[src/rtl/boundary_scan_chain.sv]
// Boundary-scan register chain with capture/shift/update stages and a built-in
// sequencer: a single start pulse runs one complete scan operation.
module boundary_scan_chain #(
    parameter int               WIDTH        = 8,
    parameter logic [WIDTH-1:0] OBSERVE_MASK = {WIDTH{1'b0}},
    parameter int               CW           = $clog2(WIDTH + 1)
) (
    input  logic             clock,
    input  logic             reset_n,
    input  logic             testing,
    input  logic [WIDTH-1:0] pin_in,
    output logic [WIDTH-1:0] pin_out,
    input  logic             start,
    input  logic [1:0]       op,
    input  logic             sin,
    output logic             sout,
    output logic             busy,
    output logic             done,
    output logic [CW-1:0]    shift_count,
    output logic [1:0]       state_dbg
);

    typedef enum logic [1:0] {
        S_IDLE    = 2'd0,
        S_CAPTURE = 2'd1,
        S_SHIFT   = 2'd2,
        S_UPDATE  = 2'd3
    } state_t;

    localparam logic [1:0]    OP_FULL         = 2'b00;
    localparam logic [1:0]    OP_SHIFT_UPDATE = 2'b01;
    localparam logic [1:0]    OP_CAPTURE      = 2'b10;
    localparam logic [CW-1:0] LAST_SHIFT      = CW'(WIDTH - 1);

    state_t           state;
    logic [1:0]       op_q;
    logic [WIDTH-1:0] shift_reg;
    logic [WIDTH-1:0] update_reg;

    // Handshake: start is only looked at in IDLE; busy covers every non-IDLE
    // cycle and done pulses for one cycle once busy has already dropped.
    always_ff @(posedge clock or negedge reset_n) begin
        if (!reset_n) begin
            state       <= S_IDLE;
            op_q        <= OP_FULL;
            shift_reg   <= '0;
            update_reg  <= '0;
            shift_count <= '0;
            done        <= 1'b0;
        end else begin
            done <= 1'b0;
            case (state)
                S_IDLE: begin
                    if (start) begin
                        op_q        <= op;
                        shift_count <= '0;
                        if (op == OP_FULL || op == OP_CAPTURE)
                            state <= S_CAPTURE;
                        else if (op == OP_SHIFT_UPDATE)
                            state <= S_SHIFT;
                        else
                            state <= S_UPDATE;
                    end
                end
                S_CAPTURE: begin
                    shift_reg <= pin_in;
                    if (op_q == OP_FULL) begin
                        state <= S_SHIFT;
                    end else begin
                        state <= S_IDLE;
                        done  <= 1'b1;
                    end
                end
                S_SHIFT: begin
                    // MSB leaves first on sout; the first bit in lands in the MSB.
                    shift_reg   <= {shift_reg[WIDTH-2:0], sin};
                    shift_count <= shift_count + 1'b1;
                    if (shift_count == LAST_SHIFT)
                        state <= S_UPDATE;
                end
                S_UPDATE: begin
                    update_reg <= shift_reg;
                    state      <= S_IDLE;
                    done       <= 1'b1;
                end
                default: state <= S_IDLE;
            endcase
        end
    end

    assign busy      = (state != S_IDLE);
    assign sout      = shift_reg[WIDTH-1];
    assign state_dbg = state;

    // Observe-only cells always pass the functional value through.
    always_comb begin
        pin_out = pin_in;
        if (testing)
            pin_out = (update_reg & ~OBSERVE_MASK) | (pin_in & OBSERVE_MASK);
    end

endmodule
[config.mk]
export PLATFORM = sky130hd
export DESIGN_NAME = boundary_scan_chain
export DESIGN_NICKNAME = d
export VERILOG_FILES = /design/src/rtl/boundary_scan_chain.sv
export SDC_FILE = /design/constraint.sdc
export NUM_CORES = 1
export LEC_CHECK = 0
export ABC_AREA = 1
export CORE_AREA = 3 3 54 56
export CTS_BUF_LIST = sky130_fd_sc_hd__clkbuf_16
export DETAILED_ROUTE_END_ITERATION = 7
export DIE_AREA = 0 0 57 59
export PLACE_DENSITY = 0.81
export RECOVER_POWER = 25
export SLEW_MARGIN = 30
export SYNTH_ARGS = -nofsm -noshare
export SYNTH_HDL_FRONTEND = slang
export SYNTH_SLANG_ARGS = --single-unit
[constraint.sdc]
create_clock -name clock -period 3.9 [get_ports clock]
set_input_delay 0.585 -clock clock [delete_from_list [all_inputs] [get_ports clock]]
set_output_delay 0.585 -clock clock [all_outputs]
set_load 0.05 [all_outputs]
# After elaboration in Yosys (flattened, before gate mapping)
# Cells that the tools add are included.
[word_totals] ff_bits=25 wordCells=37
[classes] addsub=1 n_eq_ne=8 n_mux=12 reduce_logical=10
[ops] cell="8-bit case mux with 2 select lines" n=1
[ops] cell="2-bit two-way mux" n=4
[ops] cell="8-bit two-way mux" n=1
[ops] cell="2-bit case mux with 4 select lines" n=1
[ops] cell="4-bit case mux with 2 select lines" n=1
[ops] cell="2-bit == test, second input constant" n=3
[ops] cell="2-bit zero test" n=3
[ops] cell="2-bit AND reduction" n=3
[ops] cell="2-bit nonzero test" n=3
[ops] cell="4-bit by 1-bit adder with 4-bit output, second input constant" n=1
[ops] cell="2-bit by 1-bit == test with 1-bit output, second input constant" n=2
[ops] cell="4-bit by 3-bit == test with 1-bit output, second input constant" n=1
[ops] cell="4-bit two-way mux" n=1
[ops] cell="2-bit != test, second input constant" n=2
[ops] cell="1-bit two-way mux" n=2
[ops] cell="1-bit case mux with 2 select lines" n=1
[ops] cell="1-bit logical OR" n=1

# Logic depth before layout (Yosys ltp)
[depth] ltp_word=5 ltp_mapped=8

# Worst setup path before layout
# OpenSTA, ideal clock, no wires.
[synth_timing] path_kind="input-to-output" start="in testing" end="out pin_out[5]" arrival_ns=1.845 t_required_ns=3.315 path_slack_ns=1.470 stages=2 path_buffers=1 path_cell_list="buf_2 o21ai_0"
[synth_via] elab_chain_cells=1
[synth_lines] element="from (decl)" line="10" text="input logic testing,"
[synth_lines] element="8-bit two-way mux" line="98" text="if (testing)"
[synth_lines] element="to (decl)" line="12" text="output logic [WIDTH-1:0] pin_out,"
# Every way passes these cells.

# Worst setup path in the final report
# Same ends and word-level chain as after synthesis.

==> qor.yml <==
tightest_slew_ps: 1320
rrSetupSlack_ps: 2270
placed_area_sq_um: 1570
timing.fmax_mhz: 343
synthArstFlopShare_pct: 100
switching_share_pct: 45.9
wl_um: 2680
grt_pass1_wl_um: 4820
fin_tns_setup_ps: 0
p_int_mw: 0.779
coreArea_sq_um: 2480
combPwrFrac_pct: 52.3
seqPwrFrac_pct: 32.4
startpoint: "testing"
critical-path-max-stage-delay_ps: 840
root_buffer: "clkbuf_16"
synth_top_cell_area_share_pct: 50.1
cp_slowest_cell: "clkdlybuf4s50_1"
synth_area_sq_um: 1250
pin_count: 32
cts_tree: "done"
cp_top_family: "buffers and inverters"
postLayoutSetupSlackWorst_ps: 981
synth.distinct_cells: 18
grt_max_degree: 26
overflow: 0
clk_latency_ps: 250
cpMostUsedCell: "clkdlybuf4s50_1"
diodes: 0
holdPathStages: 2
initial_utilization_pct: 50.5
irDropWorstVdd_v: 0.000657
drc_errors: 0
first_pass_iters: 4
ys_seq_area_share_pct: 50.1
worstRegToRegCells: 7
area_growth_pct: 31.4
pwr-share-clk_pct: 15.2
hold_start: "update_reg[0]"
post-place-ws_ps: 973
leakagePower_nw: 0.800
io_buffers: 31
rows: 18
final_cell_area_sq_um: 1640
criticalPathCategory: "primary input to output port"
synth_most_common_cell: "nand2_1"
finalSetupViolCount: 0
critPathRequiredTime_ps: 3310
synth_nets: 175
cts_resized: 0
dieWidth_um: 57
skew_ps: 1.11
die-area_sq_um: 3360
clk_pin_slew_worst_paths_ps: 60
dpl.hpwl_um: 2010
status: "finished, final reports clean"
maxCapViolCount: 0
num-nets-final: 206
hold_buffers: 0
die_h_um: 59
grt_usage_pct: 18.5
clock_path_buffers: 2
min_period_ps: 2920
yosys_warnings: 0
critPathBufInv: 2
cp.depth: 4
htreeDepth: 1
vias: 1126
rr_startpoint: "state_dbg[0]"
ys_top_cells_by_area: "dfrtp_1, nand2_1, o21ai_0"
synth_cells: 155
p_sw_mw: 0.661
min_period_over_period_pct: 74.8
first_global_vias: 1115
timing.slew.headroom_pct: 12.2
place_congestion: 0.807
synth_commonest_cells: "nand2_1, dfrtp_1, inv_1"
cp.arrival_ps: 2330
avgSynthCellArea_sq_um: 8.06
worstPathMaxFanout: 16
path_cells: "clkdlybuf4s50_1 -> nand2_1 -> o21ai_0 -> clkdlybuf4s50_1"
synth-edff-count: 0
post_cts_buffers: 0
fill_cells: 206
worstHoldPathType: "flop to flop"
hold_viol_final: 0
startpoint_type: "primary input"
synth-seq-cells: 25
drv_slew: 0
critPathCaptureType: "output port"
ant_nets: 0
drt_iter0_drc: 30
antenna_found_initial: 0
cts.sinks: 25
ys.flop_type: "dfrtp_1"
final_util_pct: 66.3
yosysTopAreaCell: "dfrtp_1"
fin_hold_ws_ps: 480
grt_setup_unrepaired: "no"
wire_per_inst_um: 12.5
numCtsBuffers: 3
viasPerCell: 5.24
p_per_area_nw_per_um2: 877
drive_gt1_share_pct: 3.78
[per-layer routing]
metal	vias up	GRT usage (%)	part of all wire (%)
met5	-	0	0
li1	558	-	-
met3	4	4.14	5.3
met4	0	6.62	1.2
met1	527	22.4	44
met2	37	32.6	50
[worst paths after layout]
path	endpoint
min in group asynchronous	update_reg[6]
min reg2reg	update_reg[0]
max reg2reg	shift_count[1]
min	update_reg[0]
max	pin_out[5]
max in group asynchronous	op_q[0]
[worst register-to-register path, stage by stage (launching register included)]
cell     delay [ps]
dfrtp_1         430
inv_1           110
ha_1            500
nand2_1         170
nand2_2         120
inv_1            70
nand2_1          70
nand2_1          50
[final cells by class]
type / count / area [sq um] / area share (%)
clock inverters: 1 / 3.75 / 0.228
well taps: 30 / 37.5 / 2.28
flip-flops and latches: 25 / 626 / 38.1
inverters: 23 / 86.3 / 5.26
repair buffers: 31 / 304 / 18.5
multi-input cells: 102 / 510 / 31.1
clock buffers: 3 / 75.1 / 4.57
[placed cells by master (no fill, tap or decap), drive strengths merged]
master         netlist  routed
clkbuf               1       4
inv                 23      24
dfrtp               25      25
a31oi                2       2
nand2               43      43
mux2                 2       2
o22ai                7       7
nand3                5       5
ha                   5       5
nand4                2       2
clkdlybuf4s50        0      30
a21oi                4       4
o21ai               22      22
nor2                10      10
[power groups by stage]
stage          combinational, mW  sequential (mW)  clock [mW]
2_1_floorplan              0.445            0.565           0
3_3_place_gp               0.734            0.464           0
3_5_place_dp               0.753            0.469           0
4_1_cts                    0.761            0.466       0.226
5_1_grt                    0.838            0.485       0.235
6_report                   0.754            0.467       0.219
[metrics by stage]
stage | instances | total power [mW]
finish | 215 | 1.44
global route | 215 | 1.56
CTS | 215 | 1.45
detailed placement | 211 | 1.22
global placement | 211 | 1.20
floorplan | 155 | 1.01
[cells by family after synthesis]
| family | count (synthesis) | share of synthesized area [%] |
|---|---|---|
| muxes | 2 | 1.80 |
| buffers and inverters | 28 | 9.11 |
| AOI/OAI and AO/OA | 35 | 14.9 |
| adders and majority gates | 5 | 5.01 |
| and+or+nand+nor | 60 | 19.1 |
| DFF | 25 | 50.1 |
No activity file was read; power rests on OpenSTA's default activity.
==> edit (same flow settings) <==
Set the parameter `WIDTH` to 4 (it was 8).
--- a/src/rtl/boundary_scan_chain.sv
+++ b/src/rtl/boundary_scan_chain.sv
@@ -2,5 +2,5 @@
 // sequencer: a single start pulse runs one complete scan operation.
 module boundary_scan_chain #(
-    parameter int               WIDTH        = 8,
+    parameter int               WIDTH        = 4,
     parameter logic [WIDTH-1:0] OBSERVE_MASK = {WIDTH{1'b0}},
     parameter int               CW           = $clog2(WIDTH + 1)
Ports: changed (resized pin_in, pin_out and shift_count); port bits go from 32 to 23. The function was not compared with the original's and may differ.
==> edit against the original RTL <==
Clock power decreased by 9%. Via count decreased by 36%. Power decreased by 28%. Design area decreased by 29%. Die area unchanged. Routed wire length decreased by 35%. Synthesized area decreased by 32%. Worst setup slack improved by 0.16 ns. Synthesized cell count decreased by 32%. Sequential cell count decreased by 9. First-iteration DRC count decreased by 30%. Register-to-register slack improved by 0.14 ns. Maximum frequency increased by 5.8%. Largest cell class unchanged.
==> edit: results (changes against the original RTL) <==
status: "finished, final reports clean"
via_per_inst: 4.55  # -13%
cp_max_fo: 8  # -8
wl_per_cell_um: 11.0  # -12%
fill_cells: 261  # +27%
synthTopCellsByArea: "dfrtp_1, nand2_1, ha_1"
p_leak_nw: 0.565  # -29%
port_buffers: 22  # -29%
antenna_found_initial: 0  # unchanged
grt_pass1_vias: 700  # -37%
ys_top_cells_by_count: "nand2_1, inv_1, dfrtp_1"
place_area_um2: 1090  # -31%
worst_ep_arrival_time_ns: 2.17  # -0.16 ns
gp_congestion: 0.757  # -6.1%
synth.distinct_cells: 16  # -2
track_usage_pct: 11.6  # -7.0 points
grt_pass1_wl_um: 2970  # -38%
grt_max_degree: 17  # -35%
syn-num-nets: 122  # -30%
maxSlewHeadroom_pct: 52.6  # +40 points
drt_iter0_drc: 21  # -30%
seq_area_frac_synth_pct: 47.4  # -2.6 points
skew_ns: 0.00726  # +0.00615 ns
drive_gt1_share_pct: 3.88  # +0.092 points
synth_flop_cell: "dfrtp_1"
dpl.hpwl_um: 1340  # -33%
nets: 147  # -29%
cts_buffer_depth: 2  # unchanged
ir_worst_vdd_uv: 483  # -27%
clk_pin_slew_ns: 0.04  # -0.02 ns
edit: cell count changes in the layout (fill, tap and decap cells not counted), sizes merged, moves of 3 or more:
cell           delta
nand3             -3
clkdlybuf4s50     -9
nor2              +3
nand2            -20
o22ai             -4
o21ai             -9
dfrtp             -9
inv               -5
edit: worst paths after layout:
| check | depth (start not counted) | slack (ns) | end | startpoint |
|---|---|---|---|---|
| setup / recovery | 4 | 1.14 | pin_out[3] | testing |
| min in group asynchronous | 1 | 0.83 | update_reg[2] | reset_n |
| hold reg to reg | 2 | 0.48 | op_q[0] | op_q[0] |
| max in group asynchronous | 1 | 2.62 | state_dbg[0] | reset_n |
| hold / removal | 2 | 0.48 | op_q[0] | op_q[0] |
| setup reg to reg | 8 | 2.41 | state_dbg[1] | state_dbg[0] |
edit: cell families after synthesis:
kind of cell | after synthesis | share of synthesized area [%]
buffers and inverters | 21 | 10.4
and+or+nand+nor | 39 | 17.9
AOI/OAI and AO/OA | 23 | 15.4
DFF | 16 | 47.4
adders and majority gates | 6 | 8.89
edit: layer usage:
metal | track usage (%) | share of wire [%] | up-vias
li1 | - | - | 377
met1 | 13.2 | 43 | 319
met2 | 19.2 | 47 | 24
met3 | 4.58 | 8.7 | 3
met4 | 4.97 | 1.9 | 0
met5 | 0 | 0 | -
edit: area by class of cell:
cell class | instances | area (um^2) | share of cell area, %
sequential | 16 | 400 | 34.4
multi-input combinational | 68 | 357 | 30.6
tap | 30 | 37.5 | 3.22
clock inverter | 1 | 3.75 | 0.322
clock buffer | 3 | 75.1 | 6.44
timing repair buffer | 22 | 220 | 18.9
inverter | 19 | 71.3 | 6.12
edit: worst max-delay path: stages:
cell and delay [ns]:
clkdlybuf4s50_1 0.59, nor2_1 0.08, a21oi_1 0.11, clkdlybuf4s50_1 0.81
edit: report_power, final:
group	switching (W)	internal, W
logic	0.000359	0.000185
registers	0.0000489	0.000244
clock network	0.0000641	0.000136
total	0.000472	0.000565
edit: metrics by stage:
step                cells  hold WS [ns]  setup slack (ns)
finish                159         0.484              1.14
global route          159         0.505              1.06
CTS                   159         0.485              1.13
detailed placement    155         0.475              1.14
global placement      155         0.458              1.16
floorplan             105         0.289              1.62
